### src/rtl/muldiv_hilo_ctrl_pkg.sv
// muldiv_hilo_ctrl_pkg: shared op/state encodings and datapath width
package muldiv_hilo_ctrl_pkg;
  localparam int W = 32;
  typedef enum logic [2:0] {
    OP_NONE, OP_MULT, OP_MULTU, OP_DIV, OP_DIVU, OP_MTHI, OP_MTLO, OP_MF
  } op_e;
  typedef enum logic [2:0] {
    S_IDLE, S_MUL, S_MUL_WB, S_DIV_START, S_DIV_WAIT, S_DIV_DRAIN
  } state_e;
endpackage

### src/rtl/muldiv_hilo_ctrl_mul.sv
// mul_pipe: one-stage registered 32x32 signed/unsigned multiply
//   clk, rst (async, active-high); en loads prod; sgn selects signed
//   a, b: operands; prod: registered 64-bit product
module mul_pipe
  import muldiv_hilo_ctrl_pkg::*;
(
  input  logic           clk,
  input  logic           rst,
  input  logic           en,
  input  logic           sgn,
  input  logic [W-1:0]   a,
  input  logic [W-1:0]   b,
  output logic [2*W-1:0] prod
);
  logic [2*W-1:0] w_a, w_b, r_prod;
  // extend to 64 bits; the low 64 bits of the product are then right for either signedness
  assign w_a  = {{W{sgn & a[W-1]}}, a};
  assign w_b  = {{W{sgn & b[W-1]}}, b};
  assign prod = r_prod;
  always_ff @(posedge clk or posedge rst)
    if (rst) r_prod <= '0;
    else if (en) r_prod <= w_a * w_b;
endmodule

### src/rtl/muldiv_hilo_ctrl.sv
// muldiv_hilo_ctrl: multiply/divide sequencer and HI/LO register file
//   clk, rst (async, active-high)
//   op_valid/op/rs_val/rt_val: request from EX; flush cancels in-flight work
//   stall: EX hold; hi/lo: architectural registers
//   div_en/div_hassign/div_a/div_b -> external divider; div_q/div_r/div_busy/div_done <- divider
//   div_zero: divide-by-zero pulse, only active when DIV_ZERO_CHECK_EN is defined
module muldiv_hilo_ctrl
  import muldiv_hilo_ctrl_pkg::*;
(
  input  logic         clk,
  input  logic         rst,
  input  logic         op_valid,
  input  logic [2:0]   op,
  input  logic [W-1:0] rs_val,
  input  logic [W-1:0] rt_val,
  input  logic         flush,
  output logic         stall,
  output logic [W-1:0] hi,
  output logic [W-1:0] lo,
  output logic         div_en,
  output logic         div_hassign,
  output logic [W-1:0] div_a,
  output logic [W-1:0] div_b,
  input  logic [W-1:0] div_q,
  input  logic [W-1:0] div_r,
  input  logic         div_busy,
  input  logic         div_done,
  output logic         div_zero
);
  state_e         r_state, w_next;
  op_e            w_op;
  logic           w_acc, w_mul, w_isdiv, w_div, w_zero, w_wr_mul, w_wr_div;
  logic [2*W-1:0] w_prod;
  logic [W-1:0]   r_hi, r_lo, r_a, r_b;
  logic           r_sgn, r_div_zero;
  assign w_op    = op_e'(op);
  assign w_acc   = op_valid && !flush && r_state == S_IDLE;
  assign w_mul   = w_acc && (w_op == OP_MULT || w_op == OP_MULTU);
  assign w_isdiv = w_acc && (w_op == OP_DIV || w_op == OP_DIVU);
`ifdef DIV_ZERO_CHECK_EN
  assign w_zero = rt_val == '0;
`else
  assign w_zero = 1'b0;
`endif
  assign w_div       = w_isdiv && !w_zero;
  assign stall       = op_valid && r_state != S_IDLE;
  // a flush in DIV_START suppresses the start pulse combinationally
  assign div_en      = r_state == S_DIV_START && !flush;
  assign w_wr_mul    = r_state == S_MUL && !flush;
  assign w_wr_div    = r_state == S_DIV_WAIT && div_done && !flush;
  assign hi          = r_hi;
  assign lo          = r_lo;
  assign div_a       = r_a;
  assign div_b       = r_b;
  assign div_hassign = r_sgn;
  assign div_zero    = r_div_zero;
  mul_pipe u_mul (
    .clk (clk),
    .rst (rst),
    .en  (w_mul),
    .sgn (w_op == OP_MULT),
    .a   (rs_val),
    .b   (rt_val),
    .prod(w_prod)
  );
  always_comb begin
    w_next = r_state;
    case (r_state)
      S_IDLE:      w_next = w_mul ? S_MUL : w_div ? S_DIV_START : S_IDLE;
      S_MUL:       w_next = flush ? S_IDLE : S_MUL_WB;
      S_MUL_WB:    w_next = S_IDLE;
      S_DIV_START: w_next = flush ? S_IDLE : S_DIV_WAIT;
      // flush beats a same-cycle div_done: the result is dropped and no drain is needed
      S_DIV_WAIT:  w_next = div_done ? S_IDLE : flush ? S_DIV_DRAIN : S_DIV_WAIT;
      S_DIV_DRAIN: w_next = div_done ? S_IDLE : S_DIV_DRAIN;
      default:     w_next = S_IDLE;
    endcase
  end
  always_ff @(posedge clk or posedge rst)
    if (rst) begin
      r_state    <= S_IDLE;
      r_hi       <= '0;
      r_lo       <= '0;
      r_a        <= '0;
      r_b        <= '0;
      r_sgn      <= 1'b0;
      r_div_zero <= 1'b0;
    end else begin
      r_state    <= w_next;
      r_div_zero <= w_isdiv && w_zero;
      if (w_acc && w_op == OP_MTHI) r_hi <= rs_val;
      if (w_acc && w_op == OP_MTLO) r_lo <= rs_val;
      if (w_wr_mul) {r_hi, r_lo} <= w_prod;
      if (w_wr_div) begin
        r_lo <= div_q;
        r_hi <= div_r;
      end
      if (w_div) begin
        r_a   <= rs_val;
        r_b   <= rt_val;
        r_sgn <= w_op == OP_DIV;
      end
    end
  a_no_en_busy: assert property (@(posedge clk) disable iff (rst) !(div_en && div_busy));
endmodule

### config.mk
export PLATFORM = sky130hd
export DESIGN_NAME = muldiv_hilo_ctrl
export DESIGN_NICKNAME = d
export VERILOG_FILES = /design/src/rtl/muldiv_hilo_ctrl_pkg.sv /design/src/rtl/muldiv_hilo_ctrl_mul.sv /design/src/rtl/muldiv_hilo_ctrl.sv
export SDC_FILE = /design/constraint.sdc
export NUM_CORES = 2
export LEC_CHECK = 0
export BUFFER_PORTS_ARGS = -buffer_cell sky130_fd_sc_hd__buf_4
export CORE_ASPECT_RATIO = 1.25
export CORE_MARGIN = 8
export CORE_UTILIZATION = 40
export DETAILED_ROUTE_END_ITERATION = 12
export MAX_ROUTING_LAYER = met4
export PLACE_DENSITY = 0.66
export RECOVER_POWER = 50
export SETUP_SLACK_MARGIN = 0.2
export SYNTH_ARGS = -nofsm -noshare
export SYNTH_HDL_FRONTEND = slang
export SYNTH_SLANG_ARGS = --single-unit
### constraint.sdc
create_clock -name clk -period 6.8 [get_ports clk]
set_clock_uncertainty 0.1 [all_clocks]
set_input_delay 0.34 -clock clk [delete_from_list [all_inputs] [get_ports clk]]
set_output_delay 0.34 -clock clk [all_outputs]
set_load 0.02 [all_outputs]
==> flow_summary_export.csv <==
group,metric,value,unit
timing,setup_ws,-559,ps
hold_path,worstHoldStart,"div_q[22]",
yosys,ys_top_cells_by_count,"inv_1 (1138), fa_1 (1125), nand2_1 (983)",
yosys,syn_nets,6537,
detailed_routing,ant_nets,0,
global_route,met1_usage,27.9,%
global_route,busiest_layer,"met2",
cells_and_area,drive_above_1_share,21.6,%
yosys,ys_types,61,
worst_setup_path,rrSetupSlack,3350,ps
yosys,yosys.area.top_type,"fa_1",
yosys,netlist_area,46100,um2
timing,min_period_over_period,108,%
yosys,syn-mean-instance-area,9.11,um2
cells_and_area,area_growth,23.3,%
die,die_x,320,um
timing,worst_pin_slew,4640,ps
worst_setup_path,worstSetupStartpointType,"input port",
clocking,cts-root-buf,"clkbuf_16",
worst_setup_path,arrival,7680,ps
global_route,grt_pass1_vias,40700,
timing,relSlewSlack,-211,%
yosys,ys_async_sr_fraction,100,%
clocking,cts_buffer_depth,2,
die,start_util,40.3,%
worst_setup_path,rr_worst_depth,5,
global_route,antenna_found_initial,9,
detailed_routing,post_drt_via_cell_ratio,5.10,
placement,dp_hpwl,129000,um
timing,fmax,136,MHz
global_route,grt_pass1_wl,237000,um
yosys,yosysSeqAreaShare,10.6,%
detailed_routing,initialDrtViolationCount,2566,
hold_path,min_to,"lo[22]$_DFFE_PP0P_",
yosys,ys_ff_latch,196,
die,fp.dieH,396,um
worst_setup_path,crit_fanout,8,
clocking,h-tree-depth,4,
detailed_routing,wl_per_cell,21.4,um
run_status,status,"complete, but fails checks",
detailed_routing,vias,36600,
worst_setup_path,r2r-start,"r_state[2]$_DFF_PP0_",
die,rows,139,
yosys,synth_edf_count,0,
yosys,synthTopCellsByArea,"fa_1 (49%), dfrtp_1 (11%), inv_1 (9.3%)",
cells_and_area,nets,7146,
placement,io_buffer_count,266,
yosys,ys.flop_type,"dfrtp_1",
timing,whs,27.6,ps
yosys,yosysWarnings,0,
detailed_routing,drc,0,
die,core-area,115000,um2
detailed_routing,dr.pass1.iters,6,
clocking,tritoncts,"done",
worst_setup_path,cp.required,7120,ps
worst_setup_path,endpoint_kind,"flip-flop",
run_status,violations,"max-capacitance violations, max-slew violations, negative setup slack",
yosys,yosysMostFrequentCell,"inv_1",
yosys,yosysTopAreaCellShare,48.8,%
clocking,cts_sinks,196,
detailed_routing,totalWireLength,153000,um
global_route,grtUsageMet2,43.2,%
global_route,grt_max_degree,111,
clocking,clkLatencyLatePin,530,ps
timing,rsz0062_at_grt,"yes",
placement,place.gp.congestion,1.01,
worst_setup_path,r2r_end,"div_a[4]$_DFFE_PP0P_",
yosys,synth_cells,5063,
flow_run,maxCapViolCount,2,
timing,finalHoldViolations,0,
timing,period_minus_slack,7360,ps
clocking,cts_buffers,17,
die,io_pins,269,
clocking,cts.clk_slew.worst_paths,100,ps
hold_path,holdPathStages,3,
global_route,grt_overflow_total,0,
timing,final_max_slew_viol_count,122,
global_route,use_met3,4.72,%
global_route,grt_usage,25.1,%
timing,setup_viol,28,
hold_path,hold_class,"input port to flip-flop",
worst_setup_path,crit_type,"input port to flip-flop",
die,die-area,127000,um2
## cells in the final DEF (no fill, tap or decap), types with 65 or more instances in the layout
cell type / synthesis / final
mux2_2: 65 / 65
ha_1: 212 / 167
and2_1: 307 / 288
o21ai_0: 185 / 151
buf_6: 0 / 92
nand2_1: 983 / 957
fa_1: 1125 / 1064
clkbuf_1: 320 / 130
dfrtp_1: 196 / 196
inv_1: 1138 / 1085
a21oi_1: 128 / 93
buf_4: 1 / 619
## critical path, cell delays in order
cell and delay (ps):
buf_12 110, inv_12 40, and3_4 310, and2_4 230, nand2_4 60, inv_4 60, fa_2 450, fa_1 510
fa_2 590, clkinvlp_4 110, buf_12 150, fa_1 540, fa_1 460, fa_1 500, fa_1 510, fa_1 600
inv_2 60, ha_4 270, buf_6 130, nand4_1 120, a21o_1 200, a211o_1 310, nand2_2 90, a32oi_2 130
a211o_1 360, o2111a_1 250, nor3_1 170
## registers in the layout, indices dropped and copies added (netlist names)
register     count
div_hassign      1
u_mul.prod      64
hi              32
div_a           32
lo              32
div_b           32
r_state          3
## per-layer routing
layer  up-vias  part of all wire [%]
met5         -                     0
met4         0                   6.2
met3       411                   6.8
met2      1339                    51
met1     18900                    36
li1      15900                     -
## how the worst max path moves through the flow
stage           from                    endpoint  slack (ps)  cells past startpoint
2_1_floorplan  op[2]  u_mul.prod[63]$_DFFE_PP0P_       -1050                     31
3_3_place_gp   op[2]  u_mul.prod[63]$_DFFE_PP0P_       -1170                     29
3_5_place_dp   op[1]  u_mul.prod[63]$_DFFE_PP0P_       -1230                     29
4_1_cts        op[0]  u_mul.prod[62]$_DFFE_PP0P_        -460                     29
5_1_grt        op[2]  u_mul.prod[62]$_DFFE_PP0P_        -760                     31
6_report       op[2]  u_mul.prod[63]$_DFFE_PP0P_        -560                     27
## cells by family after synthesis
| family | synth area share (%) |
|---|---|
| buffers and inverters | 12.0 |
| multiplexers | 1.65 |
| XOR/XNOR | 1.33 |
| flip-flops | 10.6 |
| AO/OA/AOI/OAI | 5.36 |
| other | 0.00813 |
| adder cells (fa/ha/maj) | 54.6 |
| AND/OR/NAND/NOR | 14.5 |
## layout make-up
cell class,instances,area [um2]
multi-input cells,3399,37500
flip-flops and latches,196,4900
repair buffers,920,7660
well taps,1480,1850
fillers,10400,57700
clock buffers,17,425
inverters,1138,4310
clock inverters,15,236
diodes,9,22.5
## what timing repair did
item | in CTS | in global routing
cloned | 2 | 0
hold buffers | 2 | 0
setup buffers | 58 | 42
pin swaps | 232 | 204
hold endpoints to repair | 100 | 0
gates resized for setup | 331 | 182
setup endpoints to repair | 48 | 47
## stage by stage
stage | area (um2) | setup TNS, ps | std cells | setup slack (ps) | utilization, %
CTS | 56300 | -5610 | 7123 | -459 | 49.1
global placement | 53700 | -35950 | 7029 | -1170 | 46.9
floorplan | 47300 | -12780 | 5063 | -1050 | -
global route | 56900 | -12410 | 7168 | -761 | 49.6
detailed placement | 53700 | -38960 | 7029 | -1230 | 46.9
finish | 56900 | -6820 | 7174 | -559 | 49.6
Power is left out: the tool's default activity adds up to more than one toggle a clock period on the data nets, which glitch-free logic cannot reach.
